--- config.mk ---
export PLATFORM = sky130hd
export DESIGN_NAME = lane_deskew_aligner_flat
export DESIGN_NICKNAME = d
export VERILOG_FILES = /design/src/rtl/lane_deskew_aligner_if.sv /design/src/rtl/lane_deskew_aligner.sv /design/src/flat_wrapper.sv
export SDC_FILE = /design/constraint.sdc
export NUM_CORES = 2
export LEC_CHECK = 0
export BUFFER_PORTS_ARGS = -buffer_cell sky130_fd_sc_hd__buf_2
export CORE_MARGIN = 4
export CORE_UTILIZATION = 65
export CTS_CLUSTER_SIZE = 30
export DETAILED_ROUTE_END_ITERATION = 12
export PLACE_DENSITY = 0.84
export SLEW_MARGIN = 20
export SYNTH_ARGS = -nofsm -noshare
export SYNTH_HDL_FRONTEND = slang
export SYNTH_SLANG_ARGS = --single-unit
--- constraint.sdc ---
create_clock -name clk_hmc -period 73.1 [get_ports clk_hmc]
set_input_delay 0 -clock clk_hmc [delete_from_list [all_inputs] [get_ports clk_hmc]]
set_output_delay 0 -clock clk_hmc [all_outputs]
set_load 0.02 [all_outputs]
--- src/rtl/lane_deskew_aligner_if.sv ---
// Lane-side data bus and status of the lane deskew aligner.
// master drives the raw lanes and clear; slave is the aligner.
interface lane_deskew_aligner_if #(
    parameter int NUM_LANES    = 8,
    parameter int LANE_WIDTH   = 64,
    parameter int LOG_MAX_SKEW = 3
);
    logic                            in_valid;
    logic [NUM_LANES*LANE_WIDTH-1:0] in_data;
    logic                            clear;
    logic                            out_valid;
    logic [NUM_LANES*LANE_WIDTH-1:0] out_data;
    logic                            aligned;
    logic [NUM_LANES-1:0]            lane_locked;
    logic [NUM_LANES-1:0]            lane_inverted;
    logic [LOG_MAX_SKEW-1:0]         skew_words;
    logic                            skew_err;

    modport master (
        output in_valid, in_data, clear,
        input  out_valid, out_data, aligned, lane_locked, lane_inverted, skew_words, skew_err
    );

    modport slave (
        input  in_valid, in_data, clear,
        output out_valid, out_data, aligned, lane_locked, lane_inverted, skew_words, skew_err
    );
endinterface

--- src/rtl/lane_deskew_aligner.sv ---
// Per-lane circular buffers, first-marker lock per lane, simultaneous aligned readout.
// Build macro LANE_DESKEW_POLARITY_EN adds inverted-marker lock and output polarity correction.
module lane_deskew_aligner #(
    parameter int          NUM_LANES    = 8,
    parameter int          LANE_WIDTH   = 64,
    parameter int          LOG_MAX_SKEW = 3,
    parameter logic [15:0] MARKER       = 16'hF0C0
) (
    input  logic                 clk_hmc,
    input  logic                 res_n,
    lane_deskew_aligner_if.slave bus
);
    localparam int DEPTH = 1 << LOG_MAX_SKEW;
    localparam int CNT_W = LOG_MAX_SKEW + 1;

    typedef enum logic {SEARCH = 1'b0, ALIGNED = 1'b1} state_t;
    typedef logic [LOG_MAX_SKEW-1:0] ptr_t;

    state_t                          state, state_nxt;
    logic [LANE_WIDTH-1:0]           lane_buf [NUM_LANES][DEPTH];
    ptr_t                            wr_ptr;
    ptr_t                            lock_ptr [NUM_LANES];
    ptr_t                            rd_ptr   [NUM_LANES];
    logic [NUM_LANES-1:0]            locked;
    logic [CNT_W-1:0]                skew_cnt;
    logic [LOG_MAX_SKEW-1:0]         skew_words;
    logic                            skew_err;
    logic                            out_valid;
    logic [NUM_LANES*LANE_WIDTH-1:0] out_data;

    logic [NUM_LANES-1:0] match;
    logic [NUM_LANES-1:0] new_lock;
    logic [CNT_W-1:0]     cnt_inc;
    logic                 lock_en, counting, first_lock, timeout, done;
`ifdef LANE_DESKEW_POLARITY_EN
    logic [NUM_LANES-1:0] match_inv;
    logic [NUM_LANES-1:0] inverted;
`endif

    always_comb begin
        match = '0;
`ifdef LANE_DESKEW_POLARITY_EN
        match_inv = '0;
`endif
        for (int k = 0; k < NUM_LANES; k++) begin
`ifdef LANE_DESKEW_POLARITY_EN
            match_inv[k] = (bus.in_data[k*LANE_WIDTH +: 16] == ~MARKER);
            match[k]     = (bus.in_data[k*LANE_WIDTH +: 16] == MARKER) || match_inv[k];
`else
            match[k]     = (bus.in_data[k*LANE_WIDTH +: 16] == MARKER);
`endif
        end
    end

    // clear outranks any marker seen in the same cycle
    assign lock_en    = (state == SEARCH) && bus.in_valid && !bus.clear;
    assign new_lock   = match & ~locked & {NUM_LANES{lock_en}};
    assign first_lock = (locked == '0) && (new_lock != '0);
    assign counting   = lock_en && (locked != '0);
    assign cnt_inc    = skew_cnt + 1'b1;
    // the timeout beats a late marker arriving in the same cycle
    assign timeout    = counting && (cnt_inc == CNT_W'(DEPTH));
    assign done       = lock_en && ((locked | new_lock) == '1) && !timeout;

    always_ff @(posedge clk_hmc or negedge res_n) begin
        if (!res_n) state <= SEARCH;
        else        state <= state_nxt;
    end

    always_comb begin
        state_nxt = state;
        case (state)
            SEARCH:  if (done)      state_nxt = ALIGNED;
            ALIGNED: if (bus.clear) state_nxt = SEARCH;
            default:                state_nxt = SEARCH;
        endcase
    end

    always_ff @(posedge clk_hmc) begin
        if (bus.in_valid) begin
            for (int k = 0; k < NUM_LANES; k++)
                lane_buf[k][wr_ptr] <= bus.in_data[k*LANE_WIDTH +: LANE_WIDTH];
        end
    end

    always_ff @(posedge clk_hmc or negedge res_n) begin
        if (!res_n) begin
            wr_ptr     <= '0;
            locked     <= '0;
            skew_cnt   <= '0;
            skew_words <= '0;
            skew_err   <= 1'b0;
            out_valid  <= 1'b0;
            out_data   <= '0;
            for (int k = 0; k < NUM_LANES; k++) begin
                lock_ptr[k] <= '0;
                rd_ptr[k]   <= '0;
            end
`ifdef LANE_DESKEW_POLARITY_EN
            inverted   <= '0;
`endif
        end else begin
            skew_err <= 1'b0;
            if (bus.in_valid) wr_ptr <= wr_ptr + 1'b1;

            if (bus.clear) begin
                locked     <= '0;
                skew_cnt   <= '0;
                skew_words <= '0;
                out_valid  <= 1'b0;
`ifdef LANE_DESKEW_POLARITY_EN
                inverted   <= '0;
`endif
            end else if (state == SEARCH) begin
                out_valid <= 1'b0;
                if (timeout) begin
                    skew_err <= 1'b1;
                    locked   <= '0;
                    skew_cnt <= '0;
`ifdef LANE_DESKEW_POLARITY_EN
                    inverted <= '0;
`endif
                end else begin
                    locked <= locked | new_lock;
`ifdef LANE_DESKEW_POLARITY_EN
                    inverted <= inverted | (new_lock & match_inv);
`endif
                    for (int k = 0; k < NUM_LANES; k++)
                        if (new_lock[k]) lock_ptr[k] <= wr_ptr;
                    if (first_lock)    skew_cnt <= '0;
                    else if (counting) skew_cnt <= cnt_inc;
                    if (done) begin
                        skew_words <= first_lock ? '0 : cnt_inc[LOG_MAX_SKEW-1:0];
                        for (int k = 0; k < NUM_LANES; k++)
                            rd_ptr[k] <= new_lock[k] ? wr_ptr : lock_ptr[k];
                    end
                end
            end else begin
                out_valid <= bus.in_valid;
                if (bus.in_valid) begin
                    for (int k = 0; k < NUM_LANES; k++) begin
`ifdef LANE_DESKEW_POLARITY_EN
                        out_data[k*LANE_WIDTH +: LANE_WIDTH] <=
                            lane_buf[k][rd_ptr[k]] ^ {LANE_WIDTH{inverted[k]}};
`else
                        out_data[k*LANE_WIDTH +: LANE_WIDTH] <= lane_buf[k][rd_ptr[k]];
`endif
                        rd_ptr[k] <= rd_ptr[k] + 1'b1;
                    end
                end
            end
        end
    end

    assign bus.out_valid   = out_valid;
    assign bus.out_data    = out_data;
    assign bus.aligned     = (state == ALIGNED);
    assign bus.lane_locked = locked;
    assign bus.skew_words  = skew_words;
    assign bus.skew_err    = skew_err;
`ifdef LANE_DESKEW_POLARITY_EN
    assign bus.lane_inverted = inverted;
`else
    assign bus.lane_inverted = '0;
`endif
endmodule

--- src/flat_wrapper.sv ---
// flat-port wrapper written by rule: the top's interface ports become plain ports
module lane_deskew_aligner_flat 
#(
    parameter int          NUM_LANES    = 8,
    parameter int          LANE_WIDTH   = 64,
    parameter int          LOG_MAX_SKEW = 3,
    parameter logic [15:0] MARKER       = 16'hF0C0
)
  (clk_hmc, res_n, bus_in_valid, bus_in_data, bus_clear, bus_out_valid, bus_out_data, bus_aligned, bus_lane_locked, bus_lane_inverted, bus_skew_words, bus_skew_err);
  lane_deskew_aligner_if #(.NUM_LANES(NUM_LANES), .LANE_WIDTH(LANE_WIDTH), .LOG_MAX_SKEW(LOG_MAX_SKEW)) bus_i ();
  input  logic clk_hmc;
  input  logic res_n;
  input wire logic [$bits(bus_i.in_valid)-1:0] bus_in_valid;
  input wire logic [$bits(bus_i.in_data)-1:0] bus_in_data;
  input wire logic [$bits(bus_i.clear)-1:0] bus_clear;
  output wire logic [$bits(bus_i.out_valid)-1:0] bus_out_valid;
  output wire logic [$bits(bus_i.out_data)-1:0] bus_out_data;
  output wire logic [$bits(bus_i.aligned)-1:0] bus_aligned;
  output wire logic [$bits(bus_i.lane_locked)-1:0] bus_lane_locked;
  output wire logic [$bits(bus_i.lane_inverted)-1:0] bus_lane_inverted;
  output wire logic [$bits(bus_i.skew_words)-1:0] bus_skew_words;
  output wire logic [$bits(bus_i.skew_err)-1:0] bus_skew_err;
  assign bus_i.in_valid = bus_in_valid;
  assign bus_i.in_data = bus_in_data;
  assign bus_i.clear = bus_clear;
  assign bus_out_valid = bus_i.out_valid;
  assign bus_out_data = bus_i.out_data;
  assign bus_aligned = bus_i.aligned;
  assign bus_lane_locked = bus_i.lane_locked;
  assign bus_lane_inverted = bus_i.lane_inverted;
  assign bus_skew_words = bus_i.skew_words;
  assign bus_skew_err = bus_i.skew_err;
  lane_deskew_aligner #(.NUM_LANES(NUM_LANES), .LANE_WIDTH(LANE_WIDTH), .LOG_MAX_SKEW(LOG_MAX_SKEW), .MARKER(MARKER)) u_core (.clk_hmc(clk_hmc), .res_n(res_n), .bus(bus_i));
endmodule
; ---- Word level (Yosys, flattened, before mapping)
; Memories as Yosys holds them, arrays and structs flattened.
; Cells that the tools add are included.
[totals]
ramBits = 4096
memories = 1
latchBits = 0
out_inout_bits = 534
word_cells = 157
mem_bits_ro = 0
register_bits = 581
input_bits = 516
[mem_list]
columns = memory, words, word_bits, read_ports, rd_clocked_by_memory_dff, write_ports, line
row1 = u_core.lane_buf, 8, 512, 8, 0, 8, lane_deskew_aligner.sv:20  ; logic [LANE_WIDTH-1:0] lane_buf [NUM_LANES][DEPTH];
[classes]
shifts = 0
div_mod_pow = 0
multipliers = 0
n_mux = 61
bitwise = 16
n_eq_ne = 14
addsub = 10
magnitude_cmp = 10
reduce_logical = 21
[ops]
columns = cell, n
row1 = 64-bit binary-select mux with 3-bit select, 8
row2 = 64-bit two-way mux, 17
row3 = 512-bit two-way mux, 1
row4 = 64-bit demux with 3-bit select, 1
row5 = "16-bit == test, second input constant", 8
row6 = 24-bit two-way mux, 4
row7 = 3-bit two-way mux, 13
row8 = "4-bit greater-or-equal comparator, second input constant", 9
row9 = 3-bit inverter with 4-bit output, 9
row10 = "3-bit by 1-bit adder with 3-bit output, second input constant", 9
row11 = 8-bit two-way mux, 3
row12 = 4-bit two-way mux, 5
row13 = 8-bit bitwise AND, 2
row14 = 8-bit nonzero test, 2
row15 = 3-bit AND reduction, 3
row16 = "8-bit == test, second input constant", 1
row17 = 1-bit logical AND, 8
row18 = 8-bit zero test, 1
row19 = 1-bit two-way mux, 8
row20 = 8-bit inverter, 1
row21 = 8-bit OR, 1
row22 = "2-bit inequality test, second input constant", 3
row23 = "4-bit by 1-bit adder with 4-bit output, second input constant", 1
row24 = "4-bit == test, second input constant", 1
row25 = 9 further kinds, 13

; ---- Longest topological paths before layout
[depth]
ltp_word = 12
depth_mapped = 10
mapped_depth_nobuf = 7

; ---- Worst setup path before layout
; Ideal clock, no wire load.
[synth_timing]
path_kind = register to register
start = register u_core.wr_ptr[1]
end = memory u_core.lane_buf[0][1344] (netlist name) (enable)
setup_slack_ns = 35.727
required_ns = 71.085
stages_incl_launch_ff = 5
period_less_slack_ns = 37.373
t_arrival_ns = 35.358
setup_ns = 2.015
path_buffers = 2
cell_sequence = dfrtp_1 > clkbuf_1 > clkbuf_1 > nand2_1 > nor3_1
[synth_lines]
columns = element, line
row1 = from (decl), lane_deskew_aligner.sv:21  ; ptr_t wr_ptr;
row2 = from (signal assigned), lane_deskew_aligner.sv:104  ; if (bus.in_valid) wr_ptr <= wr_ptr + 1'b1;
row3 = to (decl), lane_deskew_aligner.sv:20

; ---- Final worst setup path
[layout_timing]
start = register u_core.state, in the netlist u_core.bus.aligned
end = register u_core.out_data[329], in the netlist u_core.bus.out_data[329]
[layout_between]
elab_chain_len = 1
[layout_rtl]
columns = element, line
row1 = from (decl), lane_deskew_aligner.sv:19  ; state_t state, state_nxt;
row2 = from (signal assigned), lane_deskew_aligner.sv:67  ; else state <= state_nxt;
row3 = 3-bit AND reduction (no line), -
row4 = "to (signal, indexed assignment)", lane_deskew_aligner.sv:146  ; out_data[k*LANE_WIDTH +: LANE_WIDTH] <= lane_buf[k][rd_ptr[k]];
row5 = to (decl), lane_deskew_aligner.sv:29  ; logic [NUM_LANES*LANE_WIDTH-1:0] out_data;
; Every way passes these cells.
; A chain may end at the register's enable or synchronous reset.

==> impl.org <==
** Worst setup path
- Startpoint-to-endpoint class of the critical path :: reg2reg
- Family with the most delay on the worst path :: buffers and inverters
- CP bufs+invs :: 5
- Req. time, crit path :: between 70 and 80 ns
- The worst setup path is launched from a flip-flop.
- Cell repeated most along the worst path :: buf_4
- On the critical path, the stage with the largest delay is an instance of a21oi_1.
- Critical Path AT :: ~7.2 ns
- Crit path max fanout :: just under 90
- Delay of the slowest cell on the worst path :: 1.00 ns
- The worst setup path is captured at a flip-flop.
- Worst-path cell chain :: inv_1 > nor3b_2 > buf_4 > buf_4 > buf_4 > buf_4 > nor2_1 > a21oi_1

** Synth
- After synthesis the cells add up to 174000 µm².
- Number of distinct standard cells referenced by the synthesized netlist :: between 50 and 60
- Mean cell area of the mapped netlist :: 21.8 µm²
- Share of flip-flops with an asynchronous set or reset after synthesis :: 0.124
- FF+latch count, synth :: between 4000 and 5000
- The biggest area contributor in the post-synthesis netlist is edfxtp_1.
- Yosys synthesis warning count :: 0
- Top area cells in the synthesized netlist :: edfxtp_1, mux4_2, dfrtp_1, mux2i_1, a21oi_1
- Post-synthesis cell count :: ~8000
- Synth Flop Type :: edfxtp_1
- Of the post-synthesis cell area, the dominant cell type holds 0.707.
- Number of synthesized flops with an enable pin :: between 4000 and 5000
- Of the synthesized area, sequential elements account for 0.791.

** Clock tree
- The clock net in this run drives a total of ~4700 sinks.
- The H-tree was split into 5 levels.
- Clock-pin slew was measured on the worst setup and hold paths at 0.07 ns.
- Clock insertion delay at the later pin of the skew report :: just under 1 ns
- Inserted Clock Buffers :: 438
- TritonCTS built the clock tree.
- The tree is rooted in a clkbuf_16.
- Maximum root-to-sink buffer count :: 4

** Floorplanning
- # IOs :: approximately 1100
- For this configuration, the core starts out at a cell density of 0.654.
- Site row count :: about 190
- The die covers approximately 280000 µm².
- The floorplan step set the die height to around 530 µm.
- Die width :: around 530 µm
- Floorplan Core Area :: around 270000 µm²

** STA
- Setup repair after global routing left no endpoint under its margin.
- Worst-margin pin slew :: 1.54 ns
- Final hold violation count :: 0
- F_max :: 156 MHz
- Finish-stage setup viols :: 0
- Of the available clock period, the critical path in the final layout requires 0.0875.
- Across the routed clock network, the largest skew measured is just over 0.06 ns.
- Total Neg Setup Slack :: 0 ns
- Final critical-path required period :: between 6 and 7 ns
- The number of slew-limit violations in the final report is 3.
- Relative slew slack :: -0.0328

** Run
- Count of maximum capacitance violations :: 1

** Detailed routing
- Detailed routing inserted a total of slightly above 100k vias.
- After detailed routing, the number of vias per cell comes to about 7.1.
- In the routed design, unresolved DRC markers number 0.
- Routed wirelength normalized by instance count :: roughly 39 µm
- Detailed-router iteration count before antenna repair :: 7
- Antenna Violating Nets Remaining :: 0
- First-iteration detailed-routing DRC count :: ~17000
- For this block, the routed nets add up to between 500000 and 600000 µm of wire.

** GRT
- After global routing the overflow that remains totals 0.
- Wire length of the first global-routing pass :: about 770000 µm
- Overall global routing resource usage :: 0.392
- The number of antenna violations at the first check in global routing came to 157.
- Entering global routing, the biggest net connects roughly 140 pins.
- Vias in the first global route :: between 100k and 150k

** Finish
- Compared with the post-synthesis result, the final layout area differs by 20.1%.
- Proportion of layout cells with a drive suffix above 1 :: 0.279
- The library cells used most frequently in the layout, excluding fill and tap cells, are edfxtp_1, buf_2, mux4_2, dlygate4sd3_1, dfrtp_1.
- The finished cells cover between 200000 and 250000 µm².
- The net count of the finished layout is about 11000.
- Filler Cells Inserted :: 11876
- The library cell used most frequently in the layout, excluding fill and tap cells, is edfxtp_1.

** Place
- Buffers placed on the I/O ports in this run total around 1000.
- At the end of routability-driven placement, the weighted congestion stood at about 0.80.
- HPWL after DPL :: approximately 240000 µm
- The placed instances occupy a cell area of ~180000 µm².

** Power
- In this run the power density over the cells is roughly 32 nW/µm².
- Worst ir drop on vdd :: 32.5 µV
- The analysis attributes to cell leakage a power of 69.6 nW.

** Worst hold path
- The worst hold path belongs to the class in2reg.

** Outcome
- The run finished, with violations left.
- Violations in the final reports :: capacitance limit, slew limit
[cell usage after synthesis, drive strengths merged, types with 2 or more instances]
cell,n
mux4,1024
a31oi,2
inv,5
a21oi,532
nor2,554
or2,3
clkbuf,287
or3,2
xor2,2
mux2i,535
nand4b,2
a22oi,8
nor4b,3
or4,11
nor4bb,2
nor3b,3
nand4,8
dfrtp,581
buf,153
nand3,2
nor4,9
nand3b,5
ha,10
nand2,54
xnor2,2
nor3,11
or4b,2
and3b,2
o31ai,2
o21ai,35
mux2,29
edfxtp,4096
nand2b,4
[flip-flops by register name (all words and copies together) (netlist names)]
register,count
u_core.bus.out_valid,1
u_core.bus.skew_words,3
u_core.bus.lane_locked,8
u_core.bus.out_data,512
u_core.wr_ptr,3
u_core.lane_buf,4096
u_core.rd_ptr,24
u_core.bus.skew_err,1
u_core.bus.aligned,1
u_core.lock_ptr,24
u_core.skew_cnt,4
[worst paths after layout]
check / cells after the start / to / startpoint / slack (ns)
max in group asynchronous: 8 / u_core.bus.out_data[479]$_DFFE_PN0P_ / res_n / 69.23
min in group asynchronous: 4 / u_core.bus.out_data[24]$_DFFE_PN0P_ / res_n / 0.20
max reg2reg: 8 / u_core.bus.out_data[329]$_DFFE_PN0P_ / u_core.bus.aligned$_DFF_PN0_ / 66.70
min reg2reg: 2 / u_core.bus.skew_words[2]$_DFFE_PN0P_ / u_core.bus.skew_words[2]$_DFFE_PN0P_ / 0.50
min: 2 / u_core.lane_buf[0][0]$_DFFE_PP_ / bus_in_data[0] / 0.06
max: 8 / u_core.bus.out_data[329]$_DFFE_PN0P_ / u_core.bus.aligned$_DFF_PN0_ / 66.70
[layer usage]
metal / track usage / wire, µm / vias to the layer above / part of all wire
li1: - / - / 37251 / -
met1: 0.489 / 169000 / 51139 / 0.31
met2: 0.629 / 269000 / 10639 / 0.49
met3: 0.100 / 69000 / 2444 / 0.12
met4: 0.233 / 45000 / 84 / 0.081
met5: 0.00675 / 814 / - / 0.0015
[logic make-up after synthesis]
kind of cell,Yosys count,synth area share
AO/OA/AOI/OAI,586,0.0172
XOR/XNOR,4,0.000201
adder cells (fa/ha/maj),10,0.000719
buffers and inverters,445,0.00981
flip-flops,4677,0.791
multiplexers,1588,0.165
other,1,0.0000216
AND/OR/NAND/NOR,680,0.0161
[what timing repair did]
item                        CTS  global route
gates resized for setup       0             0
buffers inserted              0             0
setup endpoints to repair     0             0
hold endpoints to repair   4414             0
hold buffers               1025             0
[where the power goes]
group	switching [mW]	leakage [nW]	internal [mW]	total [mW]
combinational	0.505	18.0	0.225	0.730
clock	1.08	7.30	1.34	2.43
sequential	0.163	44.4	3.31	3.47
total	1.75	69.6	4.88	6.63
[stage by stage]
stage | worst slack, ns | hold WS, ns | power (mW) | std cells | util
6_report | 66.70 | 0.0580 | 6.63 | 14265 | 0.786
5_1_grt | 66.50 | 0.0225 | 6.77 | 14199 | 0.786
4_1_cts | 67.68 | 0.000683 | 6.51 | 14110 | 0.784
3_5_place_dp | 67.87 | 0.0907 | 4.09 | 12252 | 0.689
3_3_place_gp | 68.02 | 0.0807 | 4.04 | 12251 | 0.689
2_1_floorplan | 35.73 | -0.296 | 4.11 | 7998 | -
[cell type report]
type,count,area (µm²),share of cell area
clock buffer,607,12300,0.0588
antenna,150,375,0.00180
clock inverter,226,2610,0.0125
multi-input combinational,2876,34800,0.167
timing repair buffer,2191,16800,0.0803
inverter,5,18.8,0.0000898
tap,3533,4420,0.0212
sequential,4677,138000,0.659
[worst register-to-register path: cells and delay by family, from the launching register on]
family | cells | cell delay, ns
DFF | 1 | 0.85
and+or+nand+nor | 2 | 0.63
AOI/OAI and AO/OA | 1 | 1.00
buffers and inverters | 5 | 3.72
Note: power is estimated with default switching activity, not from simulation.
